**config.mk**
```make
export PLATFORM = sky130hd
export DESIGN_NAME = bp_nonsynth_stall_attributor
export DESIGN_NICKNAME = d
export VERILOG_FILES = /design/src/rtl/bp_nonsynth_stall_attributor.sv
export SDC_FILE = /design/constraint.sdc
export NUM_CORES = 2
export LEC_CHECK = 0
export BUFFER_PORTS_ARGS = -buffer_cell sky130_fd_sc_hd__buf_2
export CORE_MARGIN = 2
export CORE_UTILIZATION = 31
export CTS_CLUSTER_DIAMETER = 50
export DETAILED_ROUTE_END_ITERATION = 12
export PLACE_DENSITY_LB_ADDON = 0.3
export SYNTH_ARGS = -nofsm -noshare
export SYNTH_HDL_FRONTEND = slang
export SYNTH_SLANG_ARGS = --single-unit
```
**constraint.sdc**
```tcl
create_clock -name clk_i -period 4.69 [get_ports clk_i]
set_input_delay 0.938 -clock clk_i [delete_from_list [all_inputs] [get_ports clk_i]]
set_output_delay 0.938 -clock clk_i [all_outputs]
set_load 0.005 [all_outputs]
```
**src/rtl/bp_nonsynth_stall_attributor.sv**
```systemverilog
`timescale 1ns/1ps
// Purpose: attributes every unfrozen commit-point cycle to one histogram bin and streams epoch snapshots out.
// Latency: an event reaches binning num_stages_p cycles after injection; a snapshot starts the cycle after epoch end.
// Backpressure: dump outputs hold while dump_ready_i is low; an epoch end during a dump drops that snapshot and sets overrun_o.
module bp_nonsynth_stall_attributor #(
    parameter int num_events_p   = 21,
    parameter int num_stages_p   = 8,
    parameter logic [num_stages_p*num_events_p-1:0] stage_mask_p = '1,
    parameter int cnt_width_p    = 32,
    parameter int epoch_cycles_p = 0,
    localparam int bin_id_width_lp = ((num_events_p + 2) > 1) ? $clog2(num_events_p + 2) : 1
) (
    input  logic                       clk_i,
    input  logic                       reset_li,
    input  logic                       freeze_i,
    input  logic [num_events_p-1:0]    event_i,
    input  logic                       commit_v_i,
    input  logic                       flush_i,
    output logic                       dump_v_o,
    input  logic                       dump_ready_i,
    output logic [bin_id_width_lp-1:0] dump_bin_o,
    output logic [cnt_width_p-1:0]     dump_count_o,
    output logic                       dump_last_o,
    output logic                       overrun_o
);

    localparam int num_bins_lp    = num_events_p + 2;
    localparam int unknown_bin_lp = num_events_p;
    localparam int commit_bin_lp  = num_events_p + 1;
    localparam int epoch_width_lp = (epoch_cycles_p > 1) ? $clog2(epoch_cycles_p) : 1;

    typedef enum logic {
        st_idle,
        st_dump
    } state_e;

    // ------------------------------------------------------------------
    // Shadow pipeline: each stage ORs in the events masked onto it.
    // ------------------------------------------------------------------
    logic [num_events_p-1:0] stage_r [num_stages_p];
    logic [num_events_p-1:0] stage_n [num_stages_p];

    for (genvar s = 0; s < num_stages_p; s++) begin : g_stage
        if (s == 0) begin : g_head
            assign stage_n[s] = event_i & stage_mask_p[s*num_events_p +: num_events_p];
        end else begin : g_body
            assign stage_n[s] = stage_r[s-1] | (event_i & stage_mask_p[s*num_events_p +: num_events_p]);
        end
    end

    // Pipeline shifts every cycle, frozen or not, so stale events drain out.
    always_ff @(posedge clk_i or negedge reset_li) begin
        if (!reset_li) begin
            for (int s = 0; s < num_stages_p; s++) begin
                stage_r[s] <= '0;
            end
        end else begin
            for (int s = 0; s < num_stages_p; s++) begin
                stage_r[s] <= stage_n[s];
            end
        end
    end

    // ------------------------------------------------------------------
    // Bin select at the commit point: commit beats any stall reason,
    // lowest event index wins among reasons, otherwise unknown.
    // ------------------------------------------------------------------
    logic [num_events_p-1:0]    head;
    logic [bin_id_width_lp-1:0] sel;

    assign head = stage_r[num_stages_p-1];

    // Priority encode the oldest stage into a single bin index.
    always_comb begin
        sel = bin_id_width_lp'(unknown_bin_lp);
        for (int e = num_events_p - 1; e >= 0; e--) begin
            if (head[e]) begin
                sel = bin_id_width_lp'(e);
            end
        end
        if (commit_v_i) begin
            sel = bin_id_width_lp'(commit_bin_lp);
        end
    end

    // ------------------------------------------------------------------
    // Live bins plus this cycle's saturating increment. The incremented
    // view is what a closing epoch snapshots, so the final cycle counts.
    // ------------------------------------------------------------------
    logic [cnt_width_p-1:0] live_r   [num_bins_lp];
    logic [cnt_width_p-1:0] live_inc [num_bins_lp];

    // Add one to the selected bin unless frozen or already saturated.
    always_comb begin
        for (int b = 0; b < num_bins_lp; b++) begin
            live_inc[b] = live_r[b];
            if (!freeze_i && (sel == bin_id_width_lp'(b)) && (live_r[b] != '1)) begin
                live_inc[b] = live_r[b] + cnt_width_p'(1);
            end
        end
    end

    // ------------------------------------------------------------------
    // Epoch boundary: explicit flush, or the cycle budget running out.
    // ------------------------------------------------------------------
    logic [epoch_width_lp-1:0] epoch_cnt_r;
    logic                      epoch_wrap;
    logic                      epoch_end;

    if (epoch_cycles_p > 0) begin : g_epoch
        assign epoch_wrap = ~freeze_i & (epoch_cnt_r == epoch_width_lp'(epoch_cycles_p - 1));
    end else begin : g_no_epoch
        assign epoch_wrap = 1'b0;
    end

    assign epoch_end = flush_i | epoch_wrap;

    // Epoch counter advances only on unfrozen cycles and restarts at each boundary.
    always_ff @(posedge clk_i or negedge reset_li) begin
        if (!reset_li) begin
            epoch_cnt_r <= '0;
        end else if (epoch_end) begin
            epoch_cnt_r <= '0;
        end else if (!freeze_i) begin
            epoch_cnt_r <= epoch_cnt_r + epoch_width_lp'(1);
        end
    end

    // Live bins accumulate, and always clear at an epoch boundary even if the snapshot is dropped.
    always_ff @(posedge clk_i or negedge reset_li) begin
        if (!reset_li) begin
            for (int b = 0; b < num_bins_lp; b++) begin
                live_r[b] <= '0;
            end
        end else begin
            for (int b = 0; b < num_bins_lp; b++) begin
                live_r[b] <= epoch_end ? '0 : live_inc[b];
            end
        end
    end

    // ------------------------------------------------------------------
    // Dump FSM: walks the shadow copy one bin per accepted beat.
    // ------------------------------------------------------------------
    state_e                     state_r, state_n;
    logic [bin_id_width_lp-1:0] idx_r, idx_n, idx_inc;
    logic [cnt_width_p-1:0]     count_r, count_n;
    logic                       last_r, last_n;
    logic                       hs, last_hs, take;
    logic [cnt_width_p-1:0]     shadow_r [num_bins_lp];
    logic                       overrun_r;

    assign idx_inc = idx_r + bin_id_width_lp'(1);

    // Next-state and next dump-beat; a final beat coinciding with an epoch end chains straight into the new snapshot.
    always_comb begin
        state_n = state_r;
        idx_n   = idx_r;
        count_n = count_r;
        last_n  = last_r;
        hs      = (state_r == st_dump) & dump_ready_i;
        last_hs = hs & last_r;
        take    = epoch_end & ((state_r == st_idle) | last_hs);
        if (take) begin
            state_n = st_dump;
            idx_n   = '0;
            count_n = live_inc[0];
            last_n  = 1'b0;
        end else if (last_hs) begin
            state_n = st_idle;
            idx_n   = '0;
            count_n = '0;
            last_n  = 1'b0;
        end else if (hs) begin
            idx_n   = idx_inc;
            count_n = shadow_r[idx_inc];
            last_n  = (idx_inc == bin_id_width_lp'(commit_bin_lp));
        end
    end

    // FSM state and registered dump outputs.
    always_ff @(posedge clk_i or negedge reset_li) begin
        if (!reset_li) begin
            state_r <= st_idle;
            idx_r   <= '0;
            count_r <= '0;
            last_r  <= 1'b0;
        end else begin
            state_r <= state_n;
            idx_r   <= idx_n;
            count_r <= count_n;
            last_r  <= last_n;
        end
    end

    // Shadow copy is only overwritten when the previous snapshot has fully drained.
    always_ff @(posedge clk_i or negedge reset_li) begin
        if (!reset_li) begin
            for (int b = 0; b < num_bins_lp; b++) begin
                shadow_r[b] <= '0;
            end
        end else if (take) begin
            for (int b = 0; b < num_bins_lp; b++) begin
                shadow_r[b] <= live_inc[b];
            end
        end
    end

    // Sticky flag for any epoch whose snapshot could not be captured.
    always_ff @(posedge clk_i or negedge reset_li) begin
        if (!reset_li) begin
            overrun_r <= 1'b0;
        end else if (epoch_end && !take) begin
            overrun_r <= 1'b1;
        end
    end

    assign dump_v_o     = (state_r == st_dump);
    assign dump_bin_o   = idx_r;
    assign dump_count_o = count_r;
    assign dump_last_o  = last_r;
    assign overrun_o    = overrun_r;

endmodule

```
==> results.py <==
metrics = {
    "run_status": {
        "status": "complete, no violations",
    },
    "worst_setup_path": {
        "cp.required_ns": 5.49,
        "cp_slowest_cell": "o31ai_1",
        "r2r-start": "head[13]",
        "crit_chain": "nor4_1 > nand4_1 > o31ai_1 > buf_4 > o31a_1 > nand4_1 > or4_1 > a31oi_1",
        "cp-end-kind": "register",
        "cp_common_cell": "nand4_1",
        "worstReg2RegEnd": "shadow_r[81]",
        "startpoint_type": "register",
        "reg2reg_depth": 8,
        "crit_path_max_incr_delay_ns": 0.72,
        "critPathTopFamily": "simple AND/OR/NAND/NOR gates",
        "regToRegSetupSlack_ns": 0.34,
        "path_buf_inv": 1,
        "worstSetupPathType": "reg2reg",
        "critPathMaxFanout": 15,
        "cp.arrival_ns": 5.15,
    },
    "clock_network": {
        "numCtsBuffers": 210,
        "postCtsSetupBuffers": 0,
        "clk_latency_ns": 0.87,
        "cts_sinks": 1680,
        "cts-root-buf": "clkbuf_16",
        "ctsHoldBuffers": 0,
        "clk_path_buf_depth": 3,
        "tritoncts": "yes",
        "clk_pin_slew_ns": 0.06,
        "cts_resized": 0,
        "h-tree-depth": 4,
    },
    "sta": {
        "setup_tns_ns": 0,
        "worst_slack_ns": 0.3374,
        "rsz0062_at_grt": "no",
        "clock.fmax_mhz": 229.7,
        "finalSetupViolCount": 0,
        "hold_violations": 0,
        "min_period_ns": 4.353,
        "skew_ns": 0.07583,
        "slew_viol_final": 0,
        "whs_ns": 0.08155,
        "worstMarginPinSlew_ns": 1.062,
        "period_share": 0.9281,
        "relSlewSlack": 0.2896,
    },
    "global_route": {
        "grt_pass1_vias": 59790,
        "grt_antenna_before_repair": 25,
        "grt_overflow": 0,
        "grt_max_degree": 172,
        "grt_pass1_wl_um": 387100,
        "grt_usage": 0.1973,
    },
    "route": {
        "drc": 0,
        "num_vias": 61570,
        "firstDrtPassIters": 6,
        "vias_per_cell": 5.439,
        "wire_per_inst_um": 22.57,
        "drtAntennaViolNets": 0,
        "finalWirelength_um": 255500,
        "drt_iter0_drc": 5726,
    },
    "power": {
        "irDropWorstVdd_uv": 380.1,
        "leakagePower_nw": 35.65,
        "sw_frac_of_total": 0.2951,
        "p_comb_frac": 0.158,
        "p_int_mw": 27.16,
        "power.switching_mw": 11.37,
        "cellPowerDensity_nw_per_um2": 424.9,
        "clockPowerShare": 0.441,
        "seqPwrFrac": 0.401,
        "power_mw": 38.53,
    },
    "floorplanning": {
        "die_x_um": 506.8,
        "pin_count": 67,
        "initial_core_util": 0.3117,
        "rows": 184,
        "fp.dieH_um": 506.8,
        "die_area_sq_um": 256800,
        "core_sq_um": 251400,
    },
    "placed_design": {
        "dp_hpwl_um": 184100,
        "place_worst_setup_slack_ns": 0.5109,
        "dp.cells": 10920,
        "io_buffers": 66,
        "gp_congestion": 0.9244,
    },
    "layout": {
        "final_cell_mix": "dfrtp_1 (1679), nor2_1 (944), nand2_1 (803)",
        "drive_gt1_frac": 0.1321,
        "final_common_cell": "dfrtp_1",
        "fin_nets": 7834,
        "areaGrowthSynthToFinish_pct": 15.70,
        "fin_cells": 11320,
    },
    "yosys": {
        "syn_inst": 7773,
        "synth_nets": 7825,
        "netlist_area_sq_um": 78370,
        "ys_ff_latch": 1680,
        "synthArstFlopShare": 1.000,
        "synth-edff-count": 0,
        "avgSynthCellArea_sq_um": 10.08,
        "yosysSeqAreaShare": 0.5364,
        "ys.flop_type": "dfrtp_1",
        "yosysWarnings": 0,
        "ys_types": 72,
    },
    "worst_hold_path": {
        "hp-class": "in2async",
    },
    "job": {
        "drv_cap": 0,
    },
}
-- kinds of logic after synthesis --
| logic type | after synthesis | share of synthesized area |
|---|---|---|
| AND/OR/NAND/NOR | 3462 | 0.2184 |
| flip-flops | 1680 | 0.5364 |
| AO/OA/AOI/OAI | 1314 | 0.09586 |
| buffers and inverters | 535 | 0.02567 |
| XOR/XNOR | 507 | 0.05666 |
| multiplexers | 250 | 0.06297 |
| adder cells (fa/ha/maj) | 25 | 0.003991 |
-- cell usage after synthesis, drive strengths merged, types with 79 or more instances --
cell,number,area share
o21ai,707,0.045
nor2,948,0.045
or2,166,0.013
xnor2,339,0.038
inv,79,0.0038
nor4,148,0.013
nor3,200,0.013
and3,117,0.0093
xor2,168,0.019
or3,179,0.014
clkbuf,419,0.020
mux4,191,0.055
nand3,343,0.022
nand4,250,0.020
nand2,804,0.039
a21oi,218,0.014
dfrtp,1680,0.54
a31oi,202,0.016
-- power by group through the flow --
stage	clock network (mW)	logic [mW]	registers, mW
2_1_floorplan	0	3.11	15.4
6_report	17.0	6.09	15.4
3_3_place_gp	0	6.06	15.7
3_5_place_dp	0	6.09	15.7
5_1_grt	17.9	6.38	15.5
4_1_cts	17.3	6.10	15.4
-- cell type report --
cell class,count,area [sq um]
clock inverters,110,1470
repair buffers,253,2222
well taps,3348,4189
multi-input cells,5558,34510
flip-flops and latches,1680,42040
clock buffers,282,5918
fillers,24970,160700
diodes,10,25.02
inverters,79,296.5
-- per-stage QoR --
stage               cell area (sq um)  utilization
floorplan                       78370            -
global placement                83260       0.3312
detailed placement              83260       0.3312
CTS                             90650       0.3606
global route                    90660       0.3606
finish                          90670       0.3607
-- state kept, by name, summed over array words and instances (netlist names) --
register and flops:
shadow_r 736, dump_v_o 1, live_r 736, dump_count_o 32, stage_r 147, dump_bin_o 5, overrun_o 1, head 21
dump_last_o 1
-- routing by layer --
metal  global-route usage  vias to the layer above  part of all wire
li1                     -                    27900                 -
met1               0.2764                    31010              0.44
met2               0.2907                     2176              0.43
met3              0.03617                      477             0.070
met4               0.1023                       12             0.057
met5                    0                        -           0.00031
-- worst register-to-register path: cells and delay by family (launching register included) --
family / cells / cell delay (ns)
AOI/OAI and AO/OA: 3 / 1.18
and+or+nand+nor: 4 / 2.41
buffers and inverters: 1 / 0.26
DFF: 1 / 0.44
-- worst max path at each step --
stage                          start            end  slack [ns]  cells after the start
after CTS                   head[13]   shadow_r[81]        0.51                      8
after global routing        head[13]   shadow_r[81]        0.19                      8
after global placement      head[13]   shadow_r[81]        0.42                      8
after detailed placement    head[13]   shadow_r[81]        0.51                      8
after floorplan           commit_v_i  shadow_r[445]        1.26                      8
final                       head[13]   shadow_r[81]        0.34                      8
Power figures use the tool's default switching activity.
